## src/rtl/route_sequencer_pkg.sv

```systemverilog
`default_nettype none
// ============================================================================
// Module      : route_sequencer_pkg
// Description : Shared definitions for the route sequencer slice: drive
//               command codes sent to the motor block, sequencer state
//               encodings (also exported on the debug state port) and the
//               index of the final leg of a mission.
// Revision    : 1.0 - initial release
// ============================================================================
package route_sequencer_pkg;

  // Drive command codes understood by the motor block.
  typedef enum logic [2:0] {
    DRIVE_Stop     = 3'd0,
    DRIVE_Straight = 3'd1,
    DRIVE_Left     = 3'd2,
    DRIVE_Right    = 3'd3,
    DRIVE_Reverse  = 3'd4
  } drive_e;

  // Sequencer states; the numeric values are visible on the debug port.
  typedef enum logic [2:0] {
    IDLE   = 3'd0,
    RUN    = 3'd1,
    GAP    = 3'd2,
    FINISH = 3'd3,
    FAULT  = 3'd4
  } state_e;

  // A mission is four legs, numbered 0..3.
  localparam logic [1:0] LAST_LEG = 2'd3;

endpackage : route_sequencer_pkg
`default_nettype wire

```

## src/rtl/route_sequencer_route_table.sv

```systemverilog
`default_nettype none
// ============================================================================
// Module      : route_table
// Description : Combinational route lookup. Maps the latched target position
//               and the current leg index to the drive command for that leg.
//               Only leg 1 depends on the target; the other legs are fixed.
// Ports       : target  in  2  target position (1..3 valid)
//               leg_idx in  2  leg index 0..3
//               route   out 3  drive command code
// Revision    : 1.0 - initial release
// ============================================================================
module route_table
  import route_sequencer_pkg::*;
(
  input  logic [1:0] target,
  input  logic [1:0] leg_idx,
  output logic [2:0] route
);

  always_comb begin
    route = DRIVE_Stop;
    case (leg_idx)
      2'd0: route = DRIVE_Straight;
      2'd1: begin
        case (target)
          2'd1:    route = DRIVE_Left;
          2'd2:    route = DRIVE_Straight;
          2'd3:    route = DRIVE_Right;
          // Target 0 is never latched; stop is the safe answer anyway.
          default: route = DRIVE_Stop;
        endcase
      end
      2'd2:    route = DRIVE_Straight;
      default: route = DRIVE_Reverse;
    endcase
  end

endmodule : route_table
`default_nettype wire

```

## src/rtl/route_sequencer.sv

```systemverilog
`default_nettype none
// ============================================================================
// Module      : route_sequencer
// Description : Mission sequencer for a four-leg drive route. A valid start
//               latches the target and walks legs 0..3, issuing one drive
//               command per leg and a one-cycle stop gap between legs. A
//               one-cycle done pulse closes the mission. abort (and the
//               optional leg timeout) force a sticky FAULT that is left only
//               by a new valid start.
//               All outputs are registered and change on the same edge as
//               the state: every output is derived from the next state.
// Optional    : ROUTE_SEQ_TIMEOUT_EN - adds a per-leg cycle counter; a leg
//               still active after TIMEOUT_CYCLES cycles goes to FAULT.
// Parameters  : TIMEOUT_CYCLES  max cycles one leg may stay in RUN
//               CNT_W           timeout counter width, 2^CNT_W > TIMEOUT_CYCLES
// Ports       : clk        in  1  system clock, rising edge
//               rst        in  1  synchronous active-high reset
//               start      in  1  mission request (IDLE / FAULT only)
//               target_pos in  2  target position, 1..3 valid
//               leg_done   in  1  pulse: current leg complete
//               abort      in  1  level: force FAULT from RUN / GAP
//               route_req  out 3  drive command to the motor block
//               pwm_go     out 1  motor enable
//               leg_idx    out 2  current leg 0..3
//               busy       out 1  high in RUN and GAP
//               done       out 1  one-cycle mission-complete pulse
//               error      out 1  sticky fault flag
//               state      out 3  state encoding for debug display
// Revision    : 1.0 - initial release
// ============================================================================
module route_sequencer
  import route_sequencer_pkg::*;
#(
  parameter int TIMEOUT_CYCLES = 200_000_000,
  parameter int CNT_W          = 28
) (
  input  logic       clk,
  input  logic       rst,
  input  logic       start,
  input  logic [1:0] target_pos,
  input  logic       leg_done,
  input  logic       abort,
  output logic [2:0] route_req,
  output logic       pwm_go,
  output logic [1:0] leg_idx,
  output logic       busy,
  output logic       done,
  output logic       error,
  output logic [2:0] state
);

  state_e     state_q,     state_d;
  logic [1:0] target_q,    target_d;
  logic [1:0] leg_idx_q,   leg_idx_d;
  logic [2:0] route_req_q, route_req_d;
  logic       pwm_go_q,    pwm_go_d;
  logic       busy_q,      busy_d;
  logic       done_q,      done_d;
  logic       error_q,     error_d;

  logic [2:0] route_nxt;
  logic       timeout_hit;

  // Looked up with the next-state target/leg so the registered route_req
  // lines up with the state it belongs to.
  route_table u_route_table (
    .target  (target_d),
    .leg_idx (leg_idx_d),
    .route   (route_nxt)
  );

`ifdef ROUTE_SEQ_TIMEOUT_EN
  localparam logic [CNT_W-1:0] TMO_LAST = CNT_W'(TIMEOUT_CYCLES - 1);

  logic [CNT_W-1:0] tmo_cnt_q, tmo_cnt_d;

  assign timeout_hit = (tmo_cnt_q == TMO_LAST);

  // Counts consecutive cycles of one leg; any transition into RUN (from
  // IDLE, GAP or FAULT) starts again from zero.
  always_comb begin
    tmo_cnt_d = '0;
    if ((state_q == RUN) && (state_d == RUN)) begin
      tmo_cnt_d = tmo_cnt_q + 1'b1;
    end
  end

  always_ff @(posedge clk) begin
    if (rst) begin
      tmo_cnt_q <= '0;
    end else begin
      tmo_cnt_q <= tmo_cnt_d;
    end
  end
`else
  // Without the timeout a leg waits indefinitely for leg_done or abort.
  assign timeout_hit = 1'b0;

  logic unused_cfg;
  assign unused_cfg = ^{TIMEOUT_CYCLES[0], CNT_W[0]};
`endif

  // Next-state and next-output logic.
  always_comb begin
    state_d   = state_q;
    target_d  = target_q;
    leg_idx_d = leg_idx_q;
    error_d   = error_q;

    case (state_q)
      IDLE, FAULT: begin
        if (start) begin
          if (target_pos != 2'd0) begin
            target_d  = target_pos;
            leg_idx_d = 2'd0;
            error_d   = 1'b0;
            state_d   = RUN;
          end else begin
            error_d = 1'b1;
          end
        end
      end
      RUN: begin
        // abort outranks a leg_done arriving in the same cycle, and
        // leg_done outranks a timeout expiring in the same cycle.
        if (abort) begin
          state_d = FAULT;
        end else if (leg_done) begin
          if (leg_idx_q == LAST_LEG) begin
            state_d = FINISH;
          end else begin
            leg_idx_d = leg_idx_q + 2'd1;
            state_d   = GAP;
          end
        end else if (timeout_hit) begin
          state_d = FAULT;
        end
      end
      GAP: begin
        state_d = abort ? FAULT : RUN;
      end
      FINISH: begin
        state_d = IDLE;
      end
      default: begin
        state_d = IDLE;
      end
    endcase

    if (state_d == FAULT) begin
      error_d = 1'b1;
    end

    pwm_go_d    = (state_d == RUN);
    busy_d      = (state_d == RUN) || (state_d == GAP);
    done_d      = (state_d == FINISH);
    route_req_d = (state_d == RUN) ? route_nxt : DRIVE_Stop;
  end

  always_ff @(posedge clk) begin
    if (rst) begin
      state_q     <= IDLE;
      target_q    <= 2'd0;
      leg_idx_q   <= 2'd0;
      route_req_q <= DRIVE_Stop;
      pwm_go_q    <= 1'b0;
      busy_q      <= 1'b0;
      done_q      <= 1'b0;
      error_q     <= 1'b0;
    end else begin
      state_q     <= state_d;
      target_q    <= target_d;
      leg_idx_q   <= leg_idx_d;
      route_req_q <= route_req_d;
      pwm_go_q    <= pwm_go_d;
      busy_q      <= busy_d;
      done_q      <= done_d;
      error_q     <= error_d;
    end
  end

  assign route_req = route_req_q;
  assign pwm_go    = pwm_go_q;
  assign leg_idx   = leg_idx_q;
  assign busy      = busy_q;
  assign done      = done_q;
  assign error     = error_q;
  assign state     = state_q;

endmodule : route_sequencer
`default_nettype wire

```

## config.mk

```make
export PLATFORM = sky130hd
export DESIGN_NAME = route_sequencer
export DESIGN_NICKNAME = d
export VERILOG_FILES = /design/src/rtl/route_sequencer_pkg.sv /design/src/rtl/route_sequencer_route_table.sv /design/src/rtl/route_sequencer.sv
export SDC_FILE = /design/constraint.sdc
export NUM_CORES = 1
export LEC_CHECK = 0
export BUFFER_PORTS_ARGS = -buffer_cell sky130_fd_sc_hd__buf_2
export CORE_AREA = 2 2 39 41
export DETAILED_ROUTE_END_ITERATION = 6
export DIE_AREA = 0 0 41 43
export GPL_TIMING_DRIVEN = 1
export PLACE_DENSITY = 0.73
export SLEW_MARGIN = 40
export SYNTH_ARGS = -nofsm -noshare
export SYNTH_HDL_FRONTEND = slang
export SYNTH_SLANG_ARGS = --single-unit
```

## constraint.sdc

```tcl
create_clock -name clk -period 3 [get_ports clk]
set_clock_uncertainty 0.2 [all_clocks]
set_input_delay 0.6 -clock clk [delete_from_list [all_inputs] [get_ports clk]]
set_output_delay 0.6 -clock clk [all_outputs]
set_load 0.1 [all_outputs]
```

; Word-level counts from Yosys, hierarchy flattened
; Index checks and enable logic that the tools add are counted.
[word_totals]
wordCells = 55
register_bits = 14
output_inout_bits = 12
inputBits = 7
[op_classes]
reduce_logical = 10
n_eq_ne = 13
mux = 22
add_sub_neg = 1
n_bitwise = 1
[ops]
columns = op, n
row1 = $mux 2, 8
row2 = $mux 3, 5
row3 = $eq 3x2->1 const B, 3
row4 = $pmux 3 s3, 1
row5 = $eq 2x2->1 const B, 4
row6 = $eq 3x1->1 const B, 2
row7 = $eq 3x3->1 const B, 2
row8 = $pmux 2 s3, 1
row9 = $pmux 3 s2, 1
row10 = $reduce_bool 2->1, 3
row11 = $reduce_or 2->1, 3
row12 = $mux 1, 5
row13 = $eq 2x1->1 const B, 2
row14 = $pmux 2 s2, 1
row15 = $logic_not 3->1, 1
row16 = $add 2x1->2 const B, 1
row17 = $logic_not 2->1, 1
row18 = $reduce_and 2->1, 1
row19 = $logic_or 1x1->1, 1
row20 = $not 1->1, 1

; Logic depth before layout (Yosys ltp)
[depth]
ltp_word = 8
ltp_mapped = 5
mapped_depth_nobuf = 4

; Cells and area by module
; Synthesis repeated with hierarchy kept, for this count alone.
[hier_totals]
hier_cells = 61
hier_area_um2 = 606.8
[modules_own_cells]
columns = module, seq_area_each_um2, area_each_um2, cells_per_inst, instances
row1 = route_sequencer, 280.3, 584.3, 56, 1
row2 = route_table, 0.0, 22.5, 5, 1

; Worst setup path before layout
; Ideal clock, no wire load.
[synth_path]
path_kind = reg2reg
from = reg state_q[0], in the netlist state[0]
to = reg leg_idx_q[0], in the netlist leg_idx[0]
arrival_ps = 1879
period_less_slack_ps = 2191
setup_ps = 112
stages_incl_launch_ff = 5
n_path_buf = 0
setup_slack_ps = 809
t_required_ps = 2688
path_cell_list = dfxtp_1 nor2b_2 and3_1 nor2_1 a2111oi_1
[synth_via]
elab_chain_cells = 3
word_cells_on_any_way = 5
classes_between = eq/ne: 2 / mux: 1 / reduce/logical: 2
[synth_lines]
columns = element, line
row1 = "start, declared", route_sequencer.sv:52  ; state_e state_q, state_d;
row2 = "start signal, assigned", route_sequencer.sv:171  ; state_q <= state_d;
row3 = $eq 3x3->1 or $logic_not 3->1 (tied branches), route_sequencer.sv:110  ; case (state_q)
row4 = $reduce_or 2->1, route_sequencer.sv:110
row5 = $pmux 2 s2 (*), route_sequencer.sv:110
row6 = "end signal, assigned", route_sequencer.sv:173  ; leg_idx_q <= leg_idx_d;
row7 = "end, declared", route_sequencer.sv:54  ; logic [1:0] leg_idx_q, leg_idx_d;
; Every way passes the cells marked *; elsewhere a longest branch is shown, timed or not.
; A chain may end at the register's enable or synchronous reset.

; Final worst setup path
[layout_path]
from = reg state_q[0], in the netlist state[0]
to = out state[0]
[layout_rtl]
columns = element, line
row1 = "end, declared", route_sequencer.sv:49  ; output logic [2:0] state
; No word-level cell between the ends.

==> metrics.md <==
| Metric | Value |
|---|---|
| Switching share of power | 0.348 |
| Upper clock frequency limit | 464 MHz |
| VDD IR-drop max | between 0.2 and 0.3 mV |
| Comb pwr share | 0.251 |
| Layout Nets | 94 |
| Via/cell ratio | 5.71 |
| Ys async rst share | 0 |
| Max_cap viols | 0 |
| Worst Path Class, Setup | register to primary output |
| Die ar. | 0.00176 sq mm |
| CTS tree | built |
| Cells on worst reg2reg path | 4 |
| Drt first pass iters | 4 |
| Routed wire length | 1270 um |
| YS warnings | 0 |
| Post-synthesis cell area | 617 sq um |
| Post-DR wirelength/cell | 12.6 um |
| Slew HR | 0.588 |
| Vias in the first global route | 463 |
| Htree depth | 1 |
| Antenna viol nets, final | 0 |
| Fraction of layout cells with a size suffix above 1 | 0.329 |
| Internal Power | 264 uW |
| DRC viols | 0 |
| Gr usage total | 0.172 |
| Final RePlAce weighted congestion | 0.870 |
| Die H | 43 um |
| Clk pwr share | 0.249 |
| Crit path DAT | 1.35 ns |
| Sequential fraction of the synthesis area | 0.454 |
| Clk slew on worst S/H paths | approximately 0.080 ns |
| Slowest Stage Delay on Critical Path | 0.58 ns |
| CP bufs+invs | 1 |
| RSZ-0062 raised after global routing | no |
| WP data required | 2.20 ns |
| Post-CTS Resized | 0 |
| Unique cell type count in the Yosys netlist | 29 |
| Final slew viol count | 0 |
| # hold bufs at CTS | 0 |
| Synth Flop Type | dfxtp_1 |
| IO Count | 19 |
| CP top delay family | flip-flops |
| Yosys reg bits | 14 |
| # port buffers | 18 |
| First-pass GRT wire length | 2050 um |
| Area after DPL | 712 sq um |
| Startpoint of the worst hold path | target_q[1]$_SDFF_PP0_ |
| Pwr Density | between 500 and 600 mW/mm^2 |
| Max Root-Sink Buffers | 2 |
| Horiz. Die Dim | about 41 um |
| Cell Chain, Critical Path | buf_2 |
| # clock sinks | 14 |
| Rows | 14 |
| Post-Syn Instances | 66 |
| Area delta synth->final | 19.1% |
| Least-Margin Pin Slew | between 0.6 and 0.7 ns |
| Total clock buffers created by CTS | 3 |
| Setup TNS | 0 ns |
| Antenna cell count | 0 |
| Worst r2r src | state[0]$_SDFF_PP0_ |
| Worst hold path depth | 2 |
| Lkg Pwr | 0.000329 uW |
| Startpoint Class | register |
| Final setup vio count | 0 |
| Sequential Power Share | 0.501 |
| Crit-path max FO | 13 |
| Worst Setup Slack, final | 0.846 ns |
| Fin area | 734 sq um |
| Hold crit path type | register to register |
| Critical path's slowest cell | dfxtp_1 |
| Crit. End Element | primary output |
| Initial antenna violation count | 0 |
| Via Count | 577 |
| Initial core utilization | 0.446 |
| Post-layout min period | 2.15 ns |
| Largest net degree at the start of global routing | 14 |
| Number of enable flip-flop cells after synthesis | 0 |
| Synth Net Count | 73 |
| Final hold violations | 0 |
| Syn Area/Cell | 9.35 sq um |
| Setup crit start | state[0]$_SDFF_PP0_ |
| DRT iter0 DRCs | 27 |
| Clk_lat worst skew | around 0.27 ns |
| Outcome | finished clean |
| Grt ovf | 0 |
| Final Cycle Share | 0.718 |
| Switching pwr | 141 uW |
| Placement Setup Slack | 0.971 ns |
| Placeable core area | 0.00138 sq mm |
| # Post-CTS Setup Buffers | 0 |
| Clk root buf | clkbuf_4 |
| Fillers | between 100 and 150 |
| Critical path depth | 1 |
| Dpl hpwl | approximately 940 um |
==> metal layers <==
layer	vias to the layer above	wire, um	GRT usage
met4	0	10	0.0933
li1	284	-	-
met3	2	89	0.0471
met1	261	576	0.235
met5	-	0	0
met2	30	591	0.234
==> worst paths after layout <==
path / end / slack (ns)
hold reg to reg: target_q[1]$_SDFF_PP0_ / 0.28
setup / recovery: state[0] / 0.85
setup reg to reg: leg_idx[0]$_SDFF_PP0_ / 1.22
hold / removal: target_q[1]$_SDFF_PP0_ / 0.28
==> power by group through the flow <==
| stage | combinational (uW) | sequential [uW] | clock, uW |
|---|---|---|---|
| final | 101 | 202 | 100 |
| after global routing | 107 | 204 | 117 |
| after CTS | 101 | 202 | 107 |
| after detailed placement | 101 | 207 | 0 |
| after global placement | 100 | 206 | 0 |
| after floorplan | 34.4 | 256 | 0 |
==> cell usage after synthesis, drive strengths merged, types with 2 or more instances <==
cell | n | area, sq um
a21oi | 4 | 20.0
and3 | 2 | 12.5
buf | 2 | 15.0
dfxtp | 14 | 280
inv | 4 | 15.0
nand2 | 2 | 7.51
nand3 | 2 | 10.0
nand3b | 2 | 15.0
nor2 | 9 | 33.8
nor3 | 6 | 35.0
nor4 | 2 | 18.8
o31ai | 2 | 15.0
or3 | 2 | 12.5
==> layout by cell type (no fill, tap or decap), drive strengths merged, types with 2 or more instances in the layout <==
master  netlist  layout
a21oi         4       4
nor4          2       2
nand2         2       2
o31ai         2       2
nor2          9       9
or3           2       2
clkbuf        0       3
buf           2      18
inv           4       4
dfxtp        14      14
nor3          6       6
and3          2       2
nand3b        2       2
nand3         2       2
==> cell families (layout without fill, tap and decap cells) <==
| kind of cell | after synthesis | in the layout | synth area share |
|---|---|---|---|
| muxes | 1 | 1 | 0.0162 |
| AOI/OAI and AO/OA | 14 | 14 | 0.187 |
| and+or+nand+nor | 31 | 31 | 0.294 |
| buffers and inverters | 6 | 25 | 0.0487 |
| DFF | 14 | 14 | 0.454 |
==> through the flow <==
step | hold WS [ns] | instances | utilization | power [uW]
after global routing | 0.326 | 101 | 0.531 | 428
after CTS | 0.284 | 101 | 0.531 | 411
final | 0.284 | 101 | 0.531 | 404
after floorplan | 0.236 | 66 | - | 291
after detailed placement | 0.273 | 98 | 0.514 | 308
after global placement | 0.259 | 98 | 0.514 | 307
==> cell type report <==
cell class | count | area (sq um) | share of cell area
Inverter | 4 | 15.0 | 0.0204
Multi-Input combinational cell | 46 | 307 | 0.417
Clock buffer | 3 | 22.5 | 0.0307
Timing Repair Buffer | 18 | 90.1 | 0.123
Tap cell | 16 | 20.0 | 0.0273
Sequential cell | 14 | 280 | 0.382
==> sequential cells by signal, indices dropped and copies added (netlist names) <==
signal	flops
busy	1
pwm_go	1
done	1
target_q	2
route_req	3
error	1
leg_idx	2
state	3
(Power assumes the default switching activity.)
